### src/rtl/xor_parity_rx.sv
// xor_parity_rx: serial frame receiver (start, DATA_W data LSB first, parity, stop) with parity/framing checks
module xor_parity_rx #(
  parameter int DATA_W     = 8,
  parameter bit ODD_PARITY = 1'b0
) (
  input  logic              clk,
  input  logic              rst_n,
  input  logic              s_valid,
  input  logic              s_bit,
  output logic [DATA_W-1:0] data_out,
  output logic              data_valid,
  output logic              parity_err,
  output logic              frame_err,
  output logic              busy
);
  localparam int CW = $clog2(DATA_W + 1);
  localparam logic [CW-1:0] LAST = CW'(DATA_W - 1);
  typedef enum logic [1:0] {IDLE, DATA, PARITY, STOP} state_t;
  state_t state, nxt;
  logic [CW-1:0] cnt;
  logic [DATA_W-1:0] sr;
  logic par;
  always_ff @(posedge clk)
    if (!rst_n) state <= IDLE;
    else state <= nxt;
  always_comb begin
    nxt = state;
    if (s_valid)
      nxt = state == IDLE   ? (s_bit ? IDLE : DATA) :
            state == DATA   ? (cnt == LAST ? PARITY : DATA) :
            state == PARITY ? STOP : IDLE;
  end
  assign busy = state != IDLE;
  // bits enter at the MSB and shift down, so after DATA_W bits the first one sits at bit 0
  always_ff @(posedge clk)
    if (!rst_n) begin
      cnt        <= '0;
      sr         <= '0;
      par        <= 1'b0;
      data_out   <= '0;
      data_valid <= 1'b0;
      parity_err <= 1'b0;
      frame_err  <= 1'b0;
    end else begin
      data_valid <= 1'b0;
      if (s_valid)
        case (state)
          IDLE: if (!s_bit) begin
            cnt <= '0;
            par <= ODD_PARITY;
          end
          DATA: begin
            sr  <= DATA_W'({s_bit, sr} >> 1);
            par <= par ^ s_bit;
            cnt <= cnt + 1'b1;
          end
          PARITY: par <= par ^ s_bit;
          STOP: begin
            data_out   <= sr;
            parity_err <= par;
            frame_err  <= ~s_bit;
            data_valid <= 1'b1;
          end
          default: ;
        endcase
    end
endmodule

### config.mk
export PLATFORM = sky130hd
export DESIGN_NAME = xor_parity_rx
export DESIGN_NICKNAME = d
export VERILOG_FILES = /design/src/rtl/xor_parity_rx.sv
export SDC_FILE = /design/constraint.sdc
export NUM_CORES = 1
export LEC_CHECK = 0
export ABC_AREA = 1
export BUFFER_PORTS_ARGS = -buffer_cell sky130_fd_sc_hd__buf_2
export CORE_AREA = 5 5 58 60
export CTS_CLUSTER_DIAMETER = 120
export DETAILED_ROUTE_END_ITERATION = 16
export DIE_AREA = 0 0 63 65
export SYNTH_ARGS = -nofsm -noshare
export SYNTH_HDL_FRONTEND = slang
export SYNTH_SLANG_ARGS = --single-unit
export TNS_END_PERCENT = 10
### constraint.sdc
create_clock -name clk -period 3.63 [get_ports clk]
set_input_delay 0.726 -clock clk [delete_from_list [all_inputs] [get_ports clk]]
set_output_delay 0.726 -clock clk [all_outputs]
set_load 0.01 [all_outputs]
### After elaboration in Yosys (flattened, before gate mapping)

Cells that the tools add are included.

| word-level totals | value |
|---|---|
| flip-flop bits (word level) | 26 |
| latch bits | 0 |
| bits in writable memories | 0 |
| ROM bits | 0 |
| bits of input ports | 4 |
| word-level logic and storage cells | 36 |
| memories | 0 |

| operators by class | value |
|---|---|
| add/sub/neg operators | 1 |
| multiply operators | 0 |
| divide/modulo/power cells | 0 |
| $lt $le $gt $ge | 0 |
| equal/unequal tests | 5 |
| shift-type cells | 0 |
| multiplexer cells | 10 |
| bitwise logic cells | 2 |
| reductions and logical operators | 10 |

Operator list:

| operator | count |
|---|---|
| $mux W2 | 4 |
| $pmux W4 S2 | 1 |
| $reduce_and A2 Y1 | 3 |
| $reduce_and A3 Y1 | 2 |
| $reduce_bool A2 Y1 | 3 |
| $add A4 B1 Y4 const B | 1 |
| $eq A2 B2 Y1 const B | 2 |
| $eq A4 B3 Y1 const B | 1 |
| $mux W4 | 1 |
| $mux W1 | 3 |
| $eq A2 B1 Y1 const B | 1 |
| $logic_not A2 Y1 | 1 |
| $ne A2 B2 Y1 const B | 1 |
| $pmux W1 S2 | 1 |
| $reduce_or A2 Y1 | 1 |
| $not A1 Y1 | 1 |
| $xor A1 B1 Y1 | 1 |

### Logic depth before layout (Yosys ltp)

Gate-level depths: netlist of run 1.

| logic depth | value |
|---|---|
| depth in word-level cells | 4 |
| depth in mapped cells | 9 |
| mapped depth without buffers | 9 |

### Least setup slack after synthesis of run 1

Ideal clock, no wire load.

| timing | value |
|---|---|
| path type | register to output |
| start | register state[0] |
| end | output busy |
| data arrival time | 0.794 ns |
| setup slack | 2.110 ns |
| stages on the path, launching flop included | 4 |
| buffers on the path | 0 |
| path through | dfxtp_1 inv_1 ha_1 inv_2 |

| between the ends | value |
|---|---|
| cells in the longest elaborated chain, start to end | 1 |

Ends and longest elaborated chain:

| element | line | RTL |
|---|---|---|
| start: declaration | 19 | `state_t state, nxt;` |
| start signal: assignment | 25 | `else state <= nxt;` |
| $reduce_bool A2 Y1 | 33 | `assign busy = state != IDLE;` |
| end: declaration | 14 | `output logic busy` |

Every way passes these cells.

### Final worst setup path of run 1

Ends and elaborated chain as after synthesis.

==> results of run 1 <==
==> per-stage QoR <==
| step | instances | setup WS [ns] | utilization | total power [mW] |
|---|---|---|---|---|
| 2_1_floorplan | 145 | 2.110 | - | 0.3373 |
| 3_3_place_gp | 189 | 1.986 | 0.4161 | 0.3468 |
| 3_5_place_dp | 189 | 1.929 | 0.4161 | 0.3478 |
| 4_1_cts | 193 | 1.547 | 0.4343 | 0.5465 |
| 5_1_grt | 193 | 1.465 | 0.4343 | 0.5648 |
| 6_report | 193 | 1.560 | 0.4343 | 0.5403 |
==> cell families after synthesis <==
family | count (synthesis) | synth area share
AO/OA/AOI/OAI | 31 | 0.1400
flip-flops | 26 | 0.4695
AND/OR/NAND/NOR | 63 | 0.2472
adder cells (fa/ha/maj) | 6 | 0.06772
buffers and inverters | 19 | 0.07561
==> registers in the layout, indices dropped and copies added (netlist names), named ones only <==
register	cells
data_out	8
sr	8
cnt	4
data_valid	1
frame_err	1
par	1
parity_err	1
state	1
==> layer usage <==
metal  vias to the layer above  wire (microns)  GRT usage
met4                         0              15    0.03979
met3                         2              76    0.02426
met2                         7             944     0.1808
met5                         -               0          0
met1                       439            1039     0.1321
li1                        494               -          -
==> synth_stat cells <==
library cell	n
a21oi_1	8
buf_4	1
buf_2	1
dfxtp_1	26
ha_1	6
o21ai_1	3
buf_6	1
nand2_2	2
clkbuf_1	1
nor2_1	39
nand3_2	2
nand2_4	1
o21ai_0	20
inv_1	12
nand4_1	2
nand2_1	11
nand3_1	6
inv_2	3
==> power groups by stage <==
stage	clock network [mW]	registers [mW]	logic [mW]
6_report	0.199	0.297	0.0445
5_1_grt	0.214	0.298	0.0524
4_1_cts	0.205	0.297	0.0449
3_5_place_dp	0	0.303	0.0447
3_3_place_gp	0	0.303	0.0440
2_1_floorplan	0	0.302	0.0348
==> layout by cell type, fill, tap and decap left out, types with 3 or more instances in the layout <==
cell and count:
inv_2 3, a21oi_1 8, o21ai_0 20, dfxtp_1 26, o21ai_1 3, buf_2 15
nand3_1 6, inv_1 12, nor2_1 39, ha_1 6, clkbuf_4 3, nand2_1 11
==> worst min path at each step <==
stage                             to  cells past startpoint
after global placement         sr[0]                      2
final                          sr[0]                      2
after floorplan           parity_err                      2
after detailed placement       sr[0]                      2
after global routing           sr[0]                      2
after CTS                      sr[0]                      2
==> final cells by class <==
type                    instances  area, sq um
fillers                       304         1628
flip-flops and latches         26        520.5
multi-input cells             100        504.2
repair buffers                 15        75.07
inverters                      15        56.30
well taps                      33        41.29
clock inverters                 1        30.03
clock buffers                   3        22.52
==> worst reg2reg max path, cell delays in order (launching register included) <==
cell and delay [ns]:
dfxtp_1 0.43, inv_1 0.11, ha_1 0.27, inv_2 0.09, nand3_1 0.08, nand2_2 0.13
nor2_1 0.05, nor2_1 0.10, nor2_1 0.04
==> run metrics, run 1 <==
WP data arrival=1.34 ns; Core Region=0.002878 sq mm; cell chain of the critical path=inv_1 > ha_1 > inv_2 > buf_2; CTS Buffer Depth=2; leakage power=0.5528 nW; Die ar.=0.004095 sq mm; nets=171; Die Ht=65 microns; Hold Buf Count CTS=0; syn_area_per_cell=7.645 sq um; warnings from Yosys=0; final setup vio count=0; crit path time final=2.070 ns; DR iter-0 viols=25; Post-DP HPWL=1566 microns; drt via density=4.881; nature of the critical path endpoint=primary output; first-pass GRT wire length=3574 microns; CTS-repair resized insts=0; share of the synthesized area in the top cell type=0.4695; IO Pins=16; sequential share of power=0.549; CTS tree=done; row cnt=20; Setup CP Type=flop to primary output; post-synth cell types=18; ANT nets after route=0; status=complete, no violations; Bufs and invs on worst path=3; aggregate routed wire length=2076 microns; Post-Syn Instances=145; synth-to-layout area growth=12.75%; CP peak stage delay=0.43 ns; Slew Viols, Final=0; Fin. Hold Viols=0; initial antenna violation count=0; syn_nets=155; final period utilization=0.5704; GRT overflow=0; post-CTS setup repair buffer count=0; number of CTS-inserted buffers=3; share of layout cells above drive strength 1=0.1688; Critical Path Stages=4; Sw Share=0.2247; Max Fclk=483.0 MHz; Final Instance Area=0.001250 sq mm; post-synthesis register bit count=26; Initial Util=0.3852; register area share after synthesis=0.4695; Synth area leaders=dfxtp_1, nor2_1, o21ai_0, ha_1, inv_1; RD Place Congestion=0.7923; worst hold path type=flop to flop; DR WL/cell=10.76 microns; Max Cap Viol=0; vias in the first global route=851; Slowest-stage cell, CP=dfxtp_1; worst-margin pin slew=0.3022 ns; Via Count=942; internal power=418.9 uW; Critical Path RT=2.90 ns; switching power=121.4 uW; worst hold start=sr[0]; Yosys top cell by area=dfxtp_1; DRC violations left=0; largest net degree at the start of global routing=23; mapped cell area=0.001109 sq mm; Die Width=63 microns; TNS Setup=0 ns; clock transition at the registers of the reported paths=0.14 ns; RSZ-0062 raised after global routing=no; CP max FO=5; port buffer count=15; clock network power share=0.368; clock root cell=clkbuf_4; Clock Sinks=26; router iterations before antenna repair=4; Logic pwr share=0.082; diodes inserted=0; All-Layer GR Usage=0.1071; family with the most delay on the worst path=flip-flops; Setup crit start kind=flop; power per cell area=432.3 mW/mm^2; r2r worst-path depth=8; Worst setup startpoint=state[0]; Worst setup endpoint=busy; clock latency on the worst-skew pair=0.32 ns; FF-to-FF End=cnt[2]; Worst Skew=0.001259 ns; Post-DP Area=0.001197 sq mm; H-tree Lvls=1; Reg2Reg Setup Slack=2.23 ns; r2r startpoint=state[0]; Max VDD drop=0.2154 mV; worst hold margin=0.4950 ns; max_slew headroom=0.7986
(Power assumes the default switching activity.)
==> inputs of run 2 (changes only) <==
--- a/config.mk
+++ b/config.mk
@@ -5,12 +5,12 @@
 export SDC_FILE = /design/constraint.sdc
 export NUM_CORES = 1
 export LEC_CHECK = 0
-export ABC_AREA = 1
+export ABC_AREA = 0
 export BUFFER_PORTS_ARGS = -buffer_cell sky130_fd_sc_hd__buf_2
-export CORE_AREA = 5 5 58 60
+export CORE_AREA = 5 5 59 61
 export CTS_CLUSTER_DIAMETER = 120
 export DETAILED_ROUTE_END_ITERATION = 16
-export DIE_AREA = 0 0 63 65
+export DIE_AREA = 0 0 64 66
 export SYNTH_ARGS = -nofsm -noshare
 export SYNTH_HDL_FRONTEND = slang
 export SYNTH_SLANG_ARGS = --single-unit
==> constraint.sdc (replaced) <==
create_clock -name clk -period 1.9 [get_ports clk]
set_input_delay 0.38 -clock clk [delete_from_list [all_inputs] [get_ports clk]]
set_output_delay 0.38 -clock clk [all_outputs]
set_load 0.01 [all_outputs]
==> run 2 against run 1 <==
Compared with the run above:
- critical path depth unchanged
- hold slack worse by 0.11 ns
- register-to-register slack worse by 1.9 ns
- die area up 3.2%
- critical path type unchanged
- synthesized area up 4.2%
- setup slack worse by 1.4 ns
- combinational power up 44%
- design area up 2.8%
- flip-flop and latch count unchanged
- sequential share of layout area down 1.1 points
- non-clock buffer count up 2
==> run metrics, run 2 <==
Fin. Hold Viols=0 (unchanged); synth cell count leaders=nand2_1, dfxtp_1, a21boi_0; Hold Buf Count CTS=0 (unchanged); power per cell area=700.9 mW/mm^2 (+62%); met1 usage=0.1323 (+0.0002363); Overall Power=900.6 uW (+67%); top flop regs=data_out: 8 flops, sr: 8 flops, cnt: 4 flops; r2r worst-path depth=5 (-3); mapped cell area=0.001155 sq mm (+4.2%); initial antenna violation count=0 (unchanged); crit path time final=1.765 ns; RD Place Congestion=0.8997 (+14%); post-synth cell types=29 (+11); syn_area_per_cell=8.492 sq um (+11%); met2 Use GR=0.1809 (about the same); leakage power=0.5047 nW (-8.7%); Slew Viols, Final=0 (unchanged); GRT busiest layer=met2; GR Util met3=0.02041 (-0.003855); clock transition at the registers of the reported paths=0.15 ns (about the same); Setup crit start kind=flop; final period utilization=0.9291; synth-to-layout area growth=11.27%; Worst Skew=0.004594 ns (+0.003336 ns); CTS-repair resized insts=0 (unchanged); WP data arrival=1.39 ns (+0.05 ns); number of CTS-inserted buffers=3 (unchanged); share of layout cells above drive strength 1=0.1477 (-0.02110); commonest non-fill, non-tap cell in the layout=nand2_1; status=complete, no violations; clock root cell=clkbuf_4; router iterations before antenna repair=4 (unchanged); first-pass GRT wire length=3684 microns (+3.1%); Post-Place Setup Slack=0.3379 ns (-1.591 ns); aggregate routed wire length=2059 microns (-0.82%); row cnt=20 (unchanged); CP max FO=7 (+2); register area share after synthesis=0.4507 (-0.01882); Setup CP Type=flop to primary output; worst hold path type=primary input to flop; TNS Setup=0 ns (unchanged); top-count cell post-synth=nand2_1; GRT overflow=0 (unchanged); warnings from Yosys=0 (unchanged); Via Count=915 (-2.9%); Post-DP HPWL=1448 microns (-7.5%); Max VDD drop=0.3596 mV (+67%); clock latency on the worst-skew pair=0.32 ns (about the same); Yosys top cell by area=dfxtp_1; Clock Sinks=26 (unchanged); largest net degree at the start of global routing=30 (+30%); final setup vio count=0 (unchanged); nature of the critical path endpoint=primary output; worst hold margin=0.3812 ns (-0.1138 ns); post-CTS setup repair buffer count=0 (unchanged); DR iter-0 viols=27 (+8.0%); syn_nets=146 (-5.8%); post-synthesis register bit count=26 (unchanged); max_slew headroom=0.7236 (-0.07499); Critical Path RT=1.52 ns (-1.38 ns); Die Ht=66 microns (+1.5%); Worst Slack Setup Final=0.1346 ns (-1.425 ns); All-Layer GR Usage=0.1078 (+0.0007148); CTS tree=done; Max Cap Viol=0 (unchanged); ANT nets after route=0 (unchanged); Finished Layout Cells=182 (-5.7%); nets=160 (-6.4%); CTS Buffer Depth=2 (unchanged); Post-Syn Instances=136 (-6.2%); share of the synthesized area in the top cell type=0.4507 (-0.01882); Initial Util=0.3944 (+0.009227); RSZ-0062 raised after global routing=no; vias in the first global route=869 (+2.1%); Primary FF master, synth=dfxtp_1; worst-margin pin slew=0.4146 ns (+0.1125 ns); diodes inserted=0 (unchanged); DR WL/cell=11.31 microns (+5.2%); most frequent cells in the layout=nand2_1, dfxtp_1, a21boi_0; Fillers=294 (-3.3%); FFs w/ async S/R, synth=0 (unchanged); Core Region=0.002928 sq mm (+1.7%); DRC violations left=0 (unchanged); drt via density=5.027 (+3.0%); Post-synth EDFFs=0 (unchanged); Max Fclk=566.5 MHz; WHS Path Cells=3 (+1); placed insts=178 (-5.8%); Die ar.=0.004224 sq mm (+3.2%); port buffer count=15 (unchanged); Synth area leaders=dfxtp_1, a21boi_0, nand2_1, ha_1, nand3_1; Die Width=64 microns (+1.6%); IO Pins=16 (unchanged); H-tree Lvls=1 (unchanged)
==> run 2: area by class of cell <==
cell class / count / area, sq um / share of cell area
multi-input cells: 98 / 581.8 / 0.4528
flip-flops and latches: 26 / 520.5 / 0.4051
repair buffers: 17 / 90.09 / 0.07011
well taps: 33 / 41.29 / 0.03213
clock buffers: 4 / 36.28 / 0.02824
inverters: 4 / 15.01 / 0.01168
==> run 2: kinds of logic after synthesis <==
| family | share of synthesized area |
|---|---|
| fa+ha+maj | 0.06500 |
| buf+inv | 0.04549 |
| compound gates | 0.2026 |
| flops | 0.4507 |
| simple gates | 0.2362 |
==> run 2: through the flow <==
stage	area [sq um]	utilization
floorplan	1155	-
global placement	1249	0.4265
detailed placement	1249	0.4265
CTS	1285	0.4389
global route	1285	0.4389
finish	1285	0.4389
==> run 2: path summary, 6_finish.rpt <==
check / startpoint / end / slack, ns
max: state[0] / busy / 0.13
min: s_bit / sr[7] / 0.38
max reg2reg: state[0] / cnt[3] / 0.33
min reg2reg: data_out[5] / data_out[5] / 0.47
==> run 2: where the power goes <==
| group | total, mW | internal [mW] | switching, mW |
|---|---|---|---|
| clock | 0.283 | 0.117 | 0.166 |
| combinational | 0.0643 | 0.0241 | 0.0403 |
| sequential | 0.553 | 0.549 | 0.00442 |
| total | 0.901 | 0.690 | 0.211 |
==> run 2: critical path, stage by stage (launching register included) <==
cell and delay, ns:
dfxtp_1 0.47, inv_1 0.10, ha_1 0.25, inv_1 0.11
buf_2 0.14
==> run 2: per-layer routing <==
metal / share of wire / vias to the layer above
met5: 0 / -
met1: 0.50 / 412
met4: 0.0073 / 0
met3: 0.039 / 2
li1: - / 491
met2: 0.46 / 10
==> inputs of run 3 (changes only) <==
--- a/config.mk
+++ b/config.mk
@@ -11,6 +11,7 @@
 export CTS_CLUSTER_DIAMETER = 120
 export DETAILED_ROUTE_END_ITERATION = 16
 export DIE_AREA = 0 0 64 66
+export RECOVER_POWER = 100
 export SYNTH_ARGS = -nofsm -noshare
 export SYNTH_HDL_FRONTEND = slang
 export SYNTH_SLANG_ARGS = --single-unit
==> run 3 against run 2 <==
Compared with the run above:
- via count up 0.87%
- global-route usage stayed put
- setup slack worse by 0.011 ns
- sequential power about the same
- clock power about the same
- die area unchanged
- core utilization decreased by 0.60 points
- sequential share of layout area increased by 0.56 points
- register-to-register slack worse by 0.02 ns
- combinational power decreased by 2%
==> run metrics, run 3 (synthesis results as in run 2) <==
status=complete, no violations; Worst Hold End=sr[7]; CP peak stage delay=0.47 ns (about the same); RSZ-0062 raised after global routing=no; family with the most delay on the worst path=flip-flops; final setup vio count=0 (unchanged); Max VDD drop=0.3594 mV (about the same); All-Layer GR Usage=0.1078 (unchanged); synth-to-layout area growth=9.751%; Initial Util=0.3944 (unchanged); IO Pins=16 (unchanged); worst-margin pin slew=0.4325 ns (+0.01788 ns); CTS Buffer Depth=2 (unchanged); leakage power=0.4496 nW (-11%); Slew Viols, Final=0 (unchanged); diodes inserted=0 (unchanged); FF-to-FF End=sr[6]; row cnt=20 (unchanged); CP max FO=7 (unchanged); TNS Setup=0 ns (unchanged); clock transition at the registers of the reported paths=0.14 ns (about the same); commonest non-fill, non-tap cell in the layout=nand2_1; router iterations before antenna repair=4 (unchanged); Setup crit start kind=flop; DRC violations left=0 (unchanged); aggregate routed wire length=2088 microns (+1.4%); post-CTS setup repair buffer count=0 (unchanged); initial antenna violation count=0 (unchanged); Bufs and invs on worst path=3 (unchanged); port buffer count=15 (unchanged); Post-Place Setup Slack=0.3379 ns (unchanged); Via Count=923 (+0.87%); ANT nets after route=0 (unchanged); DR WL/cell=11.47 microns (+1.4%); Hold Buf Count CTS=0 (unchanged); max_slew headroom=0.7115 (-0.01208); Fin. Hold Viols=0 (unchanged); clock latency on the worst-skew pair=0.32 ns (about the same); worst hold start=s_bit; number of CTS-inserted buffers=3 (unchanged); Reg2Reg Setup Slack=0.31 ns (-0.02 ns); Die Ht=66 microns (unchanged); cell mode on critical path=inv_1; RD Place Congestion=0.8997 (unchanged); most frequent cells in the layout=nand2_1, dfxtp_1, a21boi_0; CTS tree=done; share of layout cells above drive strength 1=0.06711 (-0.08054); Critical Path RT=1.52 ns (about the same); Max Cap Viol=0 (unchanged); clock root cell=clkbuf_4; largest net degree at the start of global routing=30 (unchanged); Core Region=0.002928 sq mm (unchanged); r2r worst-path depth=5 (unchanged); worst hold path type=primary input to flop; drt via density=5.071 (+0.87%); crit path time final=1.776 ns (+0.01078 ns); Worst Skew=0.004224 ns (-0.0003701 ns); Worst Slack Setup Final=0.1239 ns (-0.01078 ns); top flop regs=data_out: 8 flops, sr: 8 flops, cnt: 4 flops; WHS Path Cells=3 (unchanged); DR iter-0 viols=27 (unchanged); nets=160 (unchanged); WP data arrival=1.40 ns (about the same); Setup CP Type=flop to primary output; Slowest-stage cell, CP=dfxtp_1; first-pass GRT wire length=3684 microns (unchanged); GRT overflow=0 (unchanged); H-tree Lvls=1 (unchanged); Overall Power=899.7 uW (-0.10%); final period utilization=0.9348 (+0.005672); Die Width=64 microns (unchanged); Die ar.=0.004224 sq mm (unchanged); r2r startpoint=state[0]; CTS-repair resized insts=0 (unchanged); Max Fclk=563.0 MHz (-0.61%); vias in the first global route=869 (unchanged); power per cell area=709.8 mW/mm^2 (+1.3%); Clock Sinks=26 (unchanged); Post-DP HPWL=1448 microns (unchanged); nature of the critical path endpoint=primary output; cell chain of the critical path=inv_1 > ha_1 > inv_1 > clkbuf_2
==> run 3: cell types whose count changed in the layout (fill, tap and decap cells not counted), sizes merged <==
cell | previous run | this run
buf | 17 | 4
clkbuf | 4 | 17
==> run 3: cell type report <==
class                           count  area [sq um]
Multi-Input combinational cell     98         581.8
Tap cell                           33         41.29
Sequential cell                    26         520.5
Timing Repair Buffer               17         72.57
Clock buffer                        4         36.28
Fill cell                         302          1660
Inverter                            4         15.01
==> run 3: stage by stage <==
stage	hold WS (ns)	cells	area [sq um]	util
6_report	0.3828	182	1267	0.4329
5_1_grt	0.3892	182	1267	0.4329
4_1_cts	0.3698	182	1285	0.4389
3_5_place_dp	0.4535	178	1249	0.4265
3_3_place_gp	0.4474	178	1249	0.4265
2_1_floorplan	0.4412	136	1155	-
==> run 3: worst max path at each step <==
stage                     startpoint        to  slack (ns)  depth (start not counted)
final                       state[0]      busy        0.12                          4
after global routing        state[0]      busy        0.03                          4
after CTS                   state[0]      busy        0.13                          4
after detailed placement    state[0]    cnt[3]        0.34                          5
after global placement          flop  state[0]        0.43                          5
after floorplan                 flop  state[0]        0.50                          5
==> run 3: per-layer routing <==
layer,vias up,global-route usage,share of wire
met5,-,0,0
met4,0,0.04935,0.0072
met3,2,0.02041,0.036
met2,10,0.1809,0.46
met1,420,0.1323,0.50
li1,491,-,-
==> run 3: where the power goes <==
part / switching, mW / total [mW] / internal, mW
Clock: 0.166 / 0.283 / 0.117
Sequential: 0.00449 / 0.553 / 0.549
Combinational: 0.0406 / 0.0633 / 0.0227
Total: 0.211 / 0.900 / 0.689
==> run 3: tightest hold or removal path, stage by stage <==
cell and delay [ns]:
buf_2 0.14, nand3_1 0.08, a21boi_0 0.07
